**config.mk**
```make
export PLATFORM = sky130hd
export DESIGN_NAME = cru_master
export DESIGN_NICKNAME = d
export VERILOG_FILES = /design/src/rtl/cru_pkg.sv /design/src/rtl/cru_master.sv
export SDC_FILE = /design/constraint.sdc
export NUM_CORES = 1
export LEC_CHECK = 0
export CORE_MARGIN = 2
export CORE_UTILIZATION = 55
export CTS_CLUSTER_DIAMETER = 40
export DETAILED_ROUTE_END_ITERATION = 10
export PLACE_DENSITY = 0.83
export SLEW_MARGIN = 15
export SYNTH_ARGS = -nofsm -noshare
export SYNTH_HDL_FRONTEND = slang
export SYNTH_SLANG_ARGS = --single-unit
```
**constraint.sdc**
```tcl
create_clock -name clk -period 6.08 [get_ports clk]
set_clock_uncertainty 0.05 [all_clocks]
set_input_delay 1.216 -clock clk [delete_from_list [all_inputs] [get_ports clk]]
set_output_delay 1.216 -clock clk [all_outputs]
set_load 0.005 [all_outputs]
```
**src/rtl/cru_pkg.sv**
```systemverilog
// Shared definitions for the CRU bit-serial initiator.
//   cru_state_t : transfer sequencer states
//   CRU_AW      : CRU bit-address width
//   CRU_DW      : transfer data width
//   eff_cnt()   : maps the 4-bit count field to 1..16 (0 means 16)
package cru_pkg;

  localparam int unsigned CRU_AW = 15;
  localparam int unsigned CRU_DW = 16;

  typedef enum logic [2:0] {
    IDLE,
    ADDR,
    STRB,
    HOLD,
    SAMP,
    FIN
  } cru_state_t;

  function automatic logic [4:0] eff_cnt(input logic [3:0] c);
    return (c == 4'd0) ? 5'd16 : {1'b0, c};
  endfunction

endpackage

```
**src/rtl/cru_master.sv**
```systemverilog
// Bit-serial CRU initiator performing LDCR (write) and STCR (read) transfers
// of 1..16 bits, LSB first, one bit address per bit.
// Optional feature macro: CRU_BYTE_EN (byte-aligned data for counts 1..8).
// Ports:
//   clk, rst          clock, synchronous active-high reset
//   start, op_ld      request (IDLE only); 1=LDCR, 0=STCR
//   base, cnt, wdata  first bit address, bit count (0=16), LDCR source word
//   rdata             STCR result, valid with done
//   busy, done        transfer in progress; one-cycle end pulse
//   ab, cruclk        CRU address {bit_addr,0}; active-low write strobe
//   cruout, cruin     write data bit; read data bit from responder
//   cru_cyc           CRU bus cycle in progress
module cru_master
  import cru_pkg::*;
#(
  parameter int unsigned SETUP_CYC = 1,
  parameter int unsigned STRB_CYC  = 1
) (
  input  logic        clk,
  input  logic        rst,
  input  logic        start,
  input  logic        op_ld,
  input  logic [14:0] base,
  input  logic [3:0]  cnt,
  input  logic [15:0] wdata,
  output logic [15:0] rdata,
  output logic        busy,
  output logic        done,
  output logic [15:0] ab,
  output logic        cruclk,
  output logic        cruout,
  input  logic        cruin,
  output logic        cru_cyc
);

  cru_state_t          state;
  logic                op_r;
  logic [CRU_AW-1:0]   base_r;
  logic [4:0]          n_r;
  logic [4:0]          idx;
  logic [CRU_DW-1:0]   src;
  logic [CRU_DW-1:0]   sh;
  logic [2:0]          tmr;

  logic [CRU_DW-1:0]   wsrc_c;
  logic [CRU_DW-1:0]   res_c;
  logic [CRU_DW-1:0]   rdata_c;
  logic                last_c;
  logic [CRU_AW-1:0]   nxt_addr_c;

`ifdef CRU_BYTE_EN
  logic                byte_c;
  logic                byte_r;
`endif

  // Source word alignment, sampled result word, next-bit address.
  always_comb begin
`ifdef CRU_BYTE_EN
    byte_c  = (cnt != 4'd0) && (cnt <= 4'd8);
    wsrc_c  = byte_c ? {8'h00, wdata[15:8]} : wdata;
`else
    wsrc_c  = wdata;
`endif
    res_c              = sh;
    res_c[idx[3:0]]    = cruin;
`ifdef CRU_BYTE_EN
    rdata_c = byte_r ? {res_c[7:0], 8'h00} : res_c;
`else
    rdata_c = res_c;
`endif
    last_c     = (idx == (n_r - 5'd1));
    nxt_addr_c = base_r + CRU_AW'(idx) + CRU_AW'(1);
  end

  // Sequencer with inline shift/count datapath; outputs registered for the state entered.
  always_ff @(posedge clk) begin
    if (rst) begin
      state   <= IDLE;
      op_r    <= 1'b0;
      base_r  <= '0;
      n_r     <= 5'd0;
      idx     <= 5'd0;
      src     <= '0;
      sh      <= '0;
      tmr     <= 3'd0;
      rdata   <= '0;
      busy    <= 1'b0;
      done    <= 1'b0;
      ab      <= '0;
      cruclk  <= 1'b1;
      cruout  <= 1'b0;
      cru_cyc <= 1'b0;
`ifdef CRU_BYTE_EN
      byte_r  <= 1'b0;
`endif
    end else begin
      done <= 1'b0;
      case (state)
        IDLE: begin
          if (start) begin
            op_r    <= op_ld;
            base_r  <= base;
            n_r     <= eff_cnt(cnt);
            idx     <= 5'd0;
            sh      <= '0;
            src     <= wsrc_c;
            tmr     <= 3'(SETUP_CYC - 1);
            ab      <= {base, 1'b0};
            cruout  <= wsrc_c[0];
            cruclk  <= 1'b1;
            busy    <= 1'b1;
            cru_cyc <= 1'b1;
            state   <= ADDR;
`ifdef CRU_BYTE_EN
            byte_r  <= byte_c;
`endif
          end
        end
        ADDR: begin
          if (tmr != 3'd0) begin
            tmr <= tmr - 3'd1;
          end else if (op_r) begin
            cruclk <= 1'b0;
            tmr    <= 3'(STRB_CYC - 1);
            state  <= STRB;
          end else begin
            state <= SAMP;
          end
        end
        STRB: begin
          if (tmr != 3'd0) begin
            tmr <= tmr - 3'd1;
          end else begin
            cruclk <= 1'b1;
            state  <= HOLD;
          end
        end
        HOLD, SAMP: begin
          // SAMP captures cruin at this edge; the final word includes it.
          if (!op_r) sh <= res_c;
          if (last_c) begin
            if (!op_r) rdata <= rdata_c;
            done    <= 1'b1;
            busy    <= 1'b0;
            cru_cyc <= 1'b0;
            ab      <= '0;
            cruout  <= 1'b0;
            state   <= FIN;
          end else begin
            idx    <= idx + 5'd1;
            src    <= {1'b0, src[15:1]};
            cruout <= src[1];
            ab     <= {nxt_addr_c, 1'b0};
            tmr    <= 3'(SETUP_CYC - 1);
            state  <= ADDR;
          end
        end
        FIN: begin
          state <= IDLE;
        end
        default: begin
          state <= IDLE;
        end
      endcase
    end
  end

endmodule
```
==> metrics.md, run 1 <==
| Metric | Value |
|---|---|
| Die area | `0.0103 mm^2` |
| Sequential Area | `0.00196 mm^2` |
| Post-Route WL | `12.5 mm` |
| Filler instances | `755` |
| Post-synth top area cell | `dfxtp_1` |
| Post-Synthesis Net Count | `685` |
| Die H | `101 um` |
| Area of the multi-input gates | `0.00296 mm^2` |
| GR Util All Layers | `0.245` |
| Pwr Density | `223 mW/mm^2` |
| Top cell type's share of synthesized area | `0.377` |
| CTS tree | `yes` |
| Boundary Pins | `77` |
| Worst slew pin tran | `0.936 ns` |
| Status | `completed` |
| Met1 Track Usage GR | `0.331` |
| WL/cell | `15.8 um` |
| Cell leakage power | `2.23 nW` |
| Synth area leaders | `dfxtp_1, nand2_1, mux2_2` |
| Finished Cell Area | `0.00608 mm^2` |
| Number of diodes | `0` |
| Pin count of the biggest net entering global routing | `89` |
| Clock Tree Buf Depth | `2` |
| Grt peak-use layer | `met2` |
| Total CTS buffers | `9` |
| HP Class | `reg2reg` |
| WP data required | `6.32 ns` |
| # placed instances | `772` |
| Post-DP HPWL | `8.52 mm` |
| Seq/Total Area, Yosys | `0.377` |
| Max Slew Vio Count | `0` |
| Final period util | `0.537` |
| Post-synth EDFFs | `0` |
| Core area | `0.00920 mm^2` |
| CP Class | `in2reg` |
| Critical path peak fanout | `23` |
| Post-Synthesis Cells | `632` |
| Mapped cell area | `0.00520 mm^2` |
| Setup_tns | `0 ns` |
| Max Cap Viol | `0` |
| Final design utilization | `0.661` |
| Cell variety after synth | `58` |
| Via Count | `4,765` |
| Row count | `35` |
| Initial Util | `0.566` |
| First-pass GRT wire length | `20.5 mm` |
| Area Growth Syn to Fin | `16.9%` |
| Hold-fix buffers, CTS | `0` |
| Layout cells sized above 1 | `0.100` |
| PortBufs | `75` |
| Flop2flop setup slack | `3.00 ns` |
| Max Clock Freq | `306 MHz` |
| Initial antenna violation count | `0` |
| Vias per cell | `6.05` |
| DIE WIDTH | `101 um` |
| CTS root buf | `clkbuf_8` |
| Non-filler cells, final | `788` |
| GR Util met3 | `0.0359` |
| Crit start category | `input pin` |
| DR DRC count | `0` |
| Synth Flop Type | `dfxtp_1` |
| Total power | `1.35 mW` |
| Count of final hold-check violations | `0` |
| Clk sinks | `98` |
| Clk slew on worst S/H paths | `0.09 ns` |
| Post-cts sizing count | `0` |
| Placed cell area | `0.00590 mm^2` |
| Worst-Skew Late Latency | `0.38 ns` |
| Minimum clock period | `3.27 ns` |
| Buffer count from post-CTS setup fixing | `0` |
| Worst-case vdd ir drop | `119 uV` |
| Syn avg cell area | `8.23 um^2` |
| FF+latch count, synth | `98` |
| Yosys synthesis warning count | `0` |
| Drt initial violations | `434` |
| Final nets | `725` |
| Post-route antenna net violation count | `0` |
| Unrepaired setup endpoints after global routing | `no` |
| Drt pass-1 iters | `5` |
| Setup crit end kind | `register` |
| Endpoints failing setup | `0` |
| Async SR Flop Fraction | `0` |
| Routing usage on met2 | `0.401` |
| Worst slew margin | `0.376` |
| WP data arrival | `3.51 ns` |
| GRT overflow | `0` |
| Vias in the first global route | `4,428` |
| H-tree depth | `3` |
| GP Congestion | `0.853` |
[state kept, by name, summed over array words and instances, names as in the netlist]
register,count
ab,15
state,3
idx,5
tmr,3
src,15
base_r,15
op_r,1
cru_cyc,1
done,1
cruout,1
rdata,16
cruclk,1
n_r,5
sh,16
[cell families (layout without fill, tap and decap cells)]
logic type,Yosys count,after routing,synth area share
flops,98,98,0.377
mux,48,48,0.100
simple gates,251,251,0.231
other cells,1,1,0.000721
buf+inv,64,109,0.0553
compound gates,147,147,0.187
fa+ha+maj,13,13,0.0327
xor+xnor,10,10,0.0168
[power by group]
part           switching [mW]  internal [mW]
combinational           0.140          0.108
clock                   0.248          0.156
sequential             0.0283          0.673
[worst max-delay path, cell delays in order]
cell,delay [ns]
clkdlybuf4s50_1,0.48
or2_2,0.32
a21oi_1,0.15
buf_4,0.28
a31o_1,0.77
mux2i_1,0.28
[stage by stage]
step | hold WS [ns] | setup slack (ns)
floorplan | 0.378 | 3.59
global placement | 0.384 | 2.53
detailed placement | 0.392 | 2.44
CTS | 0.406 | 2.84
global route | 0.415 | 2.67
finish | 0.404 | 2.81
[Yosys cell counts (4+ instances only)]
| master | instances |
|---|---|
| a21boi_0 | 10 |
| a31oi_1 | 18 |
| nand3_1 | 28 |
| xor2_1 | 6 |
| xnor2_1 | 4 |
| o22ai_1 | 12 |
| or3_1 | 4 |
| dfxtp_1 | 98 |
| buf_2 | 11 |
| nand2b_1 | 4 |
| mux2i_1 | 16 |
| nor2_1 | 21 |
| nor4_1 | 17 |
| o21ai_0 | 7 |
| a21o_1 | 6 |
| or2_2 | 4 |
| clkbuf_1 | 32 |
| nand2_1 | 115 |
| ha_1 | 12 |
| nor2b_1 | 8 |
| o211ai_1 | 5 |
| o31ai_1 | 8 |
| mux2_2 | 32 |
| nor3_1 | 28 |
| inv_1 | 13 |
| a211oi_1 | 4 |
| o21a_1 | 11 |
| nand4_1 | 4 |
| o311ai_0 | 5 |
| a21oi_1 | 46 |
[area by class of cell]
type,count,area share
inverters,13,0.00802
multi-input cells,470,0.487
clock inverters,7,0.0101
repair buffers,80,0.129
clock buffers,9,0.0204
flip-flops and latches,98,0.323
well taps,111,0.0228
[path summary, 6_finish.rpt]
check                             from       to  cells after the start
worst max-delay path             start  src[10]                      6
worst min register to register   sh[5]    sh[5]                      2
worst max register to register  idx[2]  src[10]                      5
worst min-delay path             sh[5]    sh[5]                      2
[placed cells by master, fill, tap and decap left out, types with 5 or more instances in the layout]
cell type        instances
dfxtp_1                 98
mux2i_1                 16
a21boi_0                10
nor2b_1                  8
o31ai_1                  8
clkdlybuf4s50_1         74
o21ai_0                  7
inv_1                   13
a21o_1                   6
o21a_1                  11
ha_1                    12
nand3_1                 28
nor4_1                  17
nor3_1                  28
a21oi_1                 46
o211ai_1                 5
xor2_1                   6
buf_4                    5
o22ai_1                 12
o311ai_0                 5
nor2_1                  21
a31oi_1                 18
clkbuf_8                 9
mux2_2                  32
nand2_1                115
[routing by layer]
| metal | vias up | wire [um] |
|---|---|---|
| met5 | - | 0 |
| met4 | 0 | 181 |
| met3 | 17 | 792 |
| met2 | 151 | 5780 |
| met1 | 2252 | 5710 |
| li1 | 2345 | - |
(Power assumes the default switching activity.)
==> run 2: changes to the inputs <==
- CORE_UTILIZATION: 55 -> 49
- PLACE_DENSITY: 0.83 -> 0.78
- clock period: 6.08 -> 2.7 ns (I/O delays scaled with it)
==> metrics.md, run 2 (synthesis gave the netlist of run 1 again) <==
| Metric | Value |
|---|---|
| Status | `completed` |
| Worst slew pin tran | `0.704 ns (-0.232 ns)` |
| DR DRC count | `0 (unchanged)` |
| GR Util All Layers | `0.234 (-0.0117)` |
| Max Cap Viol | `0 (unchanged)` |
| Area Growth Syn to Fin | `20.5%` |
| Clock Power Share | `0.307 (+0.008)` |
| HP Class | `reg2reg` |
| Drt initial violations | `371 (-15%)` |
| GRT overflow | `0 (unchanged)` |
| CTS tree | `yes` |
| WP data arrival | `2.63 ns (-0.88 ns)` |
| P_int | `2.24 mW (+140%)` |
| GR Util met3 | `0.0347 (-0.00124)` |
| Pin count of the biggest net entering global routing | `43 (-52%)` |
| Endpoints failing setup | `0 (unchanged)` |
| Clock Tree Buf Depth | `2 (unchanged)` |
| Sequential Area | `0.00196 mm^2 (unchanged)` |
| Drt pass-1 iters | `5 (unchanged)` |
| Die H | `107 um (+5.7%)` |
| CP cell instances | `inv_1 -> ha_1 -> inv_1 -> fa_1 -> a211o_1 -> a21oi_1 -> buf_4 -> nand3b_1 -> xor2_1 -> o31ai_1` |
| Placed cell area | `0.00607 mm^2 (+3.0%)` |
| Die area | `0.0115 mm^2 (+12%)` |
| Initial Util | `0.504 (-0.0618)` |
| CTS root buf | `clkbuf_8` |
| Grt peak-use layer | `met2` |
| Initial antenna violation count | `0 (unchanged)` |
| Met1 Track Usage GR | `0.304 (-0.0271)` |
| Filler instances | `893 (+18%)` |
| Count of final hold-check violations | `0 (unchanged)` |
| WP data required | `2.89 ns (-3.43 ns)` |
| Post-Route WL | `13.2 mm (+6.3%)` |
| Vias per cell | `5.84 (-3.4%)` |
| Net Sw Power | `906 uW (+120%)` |
| Sw Share | `0.288 (-0.0194)` |
| Setup crit end kind | `register` |
| Worst slew margin | `0.531 (+0.155)` |
| DIE WIDTH | `107 um (+5.7%)` |
| Clk slew on worst S/H paths | `0.09 ns (about the same)` |
| CP Class | `reg2reg` |
| Core area | `0.0103 mm^2 (+12%)` |
| Boundary Pins | `77 (unchanged)` |
| Pre-CTS WS | `0.190 ns (-2.25 ns)` |
| Min Hold Slack | `0.405 ns (+0.000452 ns)` |
| Largest regs | `rdata x16, sh x16` |
| Worst-Skew Late Latency | `0.37 ns (about the same)` |
| Cell leakage power | `2.34 nW (+4.8%)` |
| Vias in the first global route | `4,657 (+5.2%)` |
| Slowest cell on crit path | `fa_1` |
| CP peak stage delay | `0.42 ns (-0.35 ns)` |
| Minimum clock period | `2.43 ns` |
| Setup_tns | `0 ns (unchanged)` |
| Finished Cell Area | `0.00627 mm^2 (+3.1%)` |
| Layout cells sized above 1 | `0.124 (+0.0233)` |
| H-tree depth | `3 (unchanged)` |
| Worst-case vdd ir drop | `252 uV (+110%)` |
| Post-DP HPWL | `9.18 mm (+7.7%)` |
| Unrepaired setup endpoints after global routing | `no` |
| GP Congestion | `0.820 (-3.8%)` |
| Critical path peak fanout | `8 (-65%)` |
| Final WS setup | `0.266 ns (-2.55 ns)` |
| CP most frequent cell | `inv_1` |
| Crit start category | `register` |
| Via Count | `4,856 (+1.9%)` |
| Area of the multi-input gates | `0.00297 mm^2 (about the same)` |
| Final nets | `743 (+2.5%)` |
| Max Slew Vio Count | `0 (unchanged)` |
| Post-route antenna net violation count | `0 (unchanged)` |
| Clk sinks | `98 (unchanged)` |
| Final design utilization | `0.608 (-0.0537)` |
| PortBufs | `75 (unchanged)` |
| Number of diodes | `0 (unchanged)` |
| Most frequent cells in the layout | `nand2_1, dfxtp_1, clkdlybuf4s50_1` |
| Most common cell after layout, fill and taps aside | `nand2_1` |
| Seq pwr share | `0.502 (-0.016)` |
| Routing usage on met2 | `0.391 (-0.0104)` |
| Max Clock Freq | `411 MHz` |
| WL/cell | `15.9 um (+0.79%)` |
| First-pass GRT wire length | `21.8 mm (+6.2%)` |
| Total CTS buffers | `9 (unchanged)` |
| Comb pwr share | `0.191 (+0.008)` |
| Final period util | `0.901` |
| Pwr Density | `501 mW/mm^2 (+130%)` |
| Row count | `37 (+5.7%)` |
==> run 2: worst paths after layout <==
path,startpoint,endpoint,slack [ns],cells past startpoint
worst max-delay path,idx[0],ab[15],0.27,10
worst min-delay path,sh[2],sh[2],0.40,2
worst max register to register,idx[0],ab[15],0.27,10
worst min register to register,sh[2],sh[2],0.40,2
==> run 2: power groups by stage <==
stage	logic, mW	registers (mW)	clock network [mW]
floorplan	0.385	1.59	0
global placement	0.571	1.61	0
detailed placement	0.592	1.61	0
CTS	0.595	1.58	0.973
global route	0.652	1.59	1.03
finish	0.599	1.58	0.965
==> run 2: final cells by class <==
type,instances,share of cell area
multi-input combinational,470,0.473
sequential,98,0.313
timing repair buffer,98,0.148
tap,136,0.0271
clock buffer,11,0.0225
clock inverter,5,0.00858
inverter,13,0.00778
==> run 2: per-layer routing <==
metal	part of all wire	vias to the layer above
li1	-	2376
met1	0.45	2294
met2	0.48	164
met3	0.054	22
met4	0.018	0
met5	0	-
==> run 2: critical path, delay by kind of cell, from the launching register on <==
kind	cells	cell delay (ns)
xor+xnor	1	0.17
buf+inv	3	0.41
compound gates	3	0.51
flops	1	0.39
simple gates	1	0.15
fa+ha+maj	2	0.63
==> run 2: what timing repair did <==
item                                    in CTS  in global routing
endpoints found under the setup margin       0                  9
resized for setup                            0                  1
buffers inserted                             0                  0
hold buffers                                 0                  0
==> run 2: per-stage QoR <==
stage,total power [mW],instances
finish,3.14,831
global route,3.28,831
CTS,3.15,831
detailed placement,2.20,815
global placement,2.18,815
floorplan,1.98,632
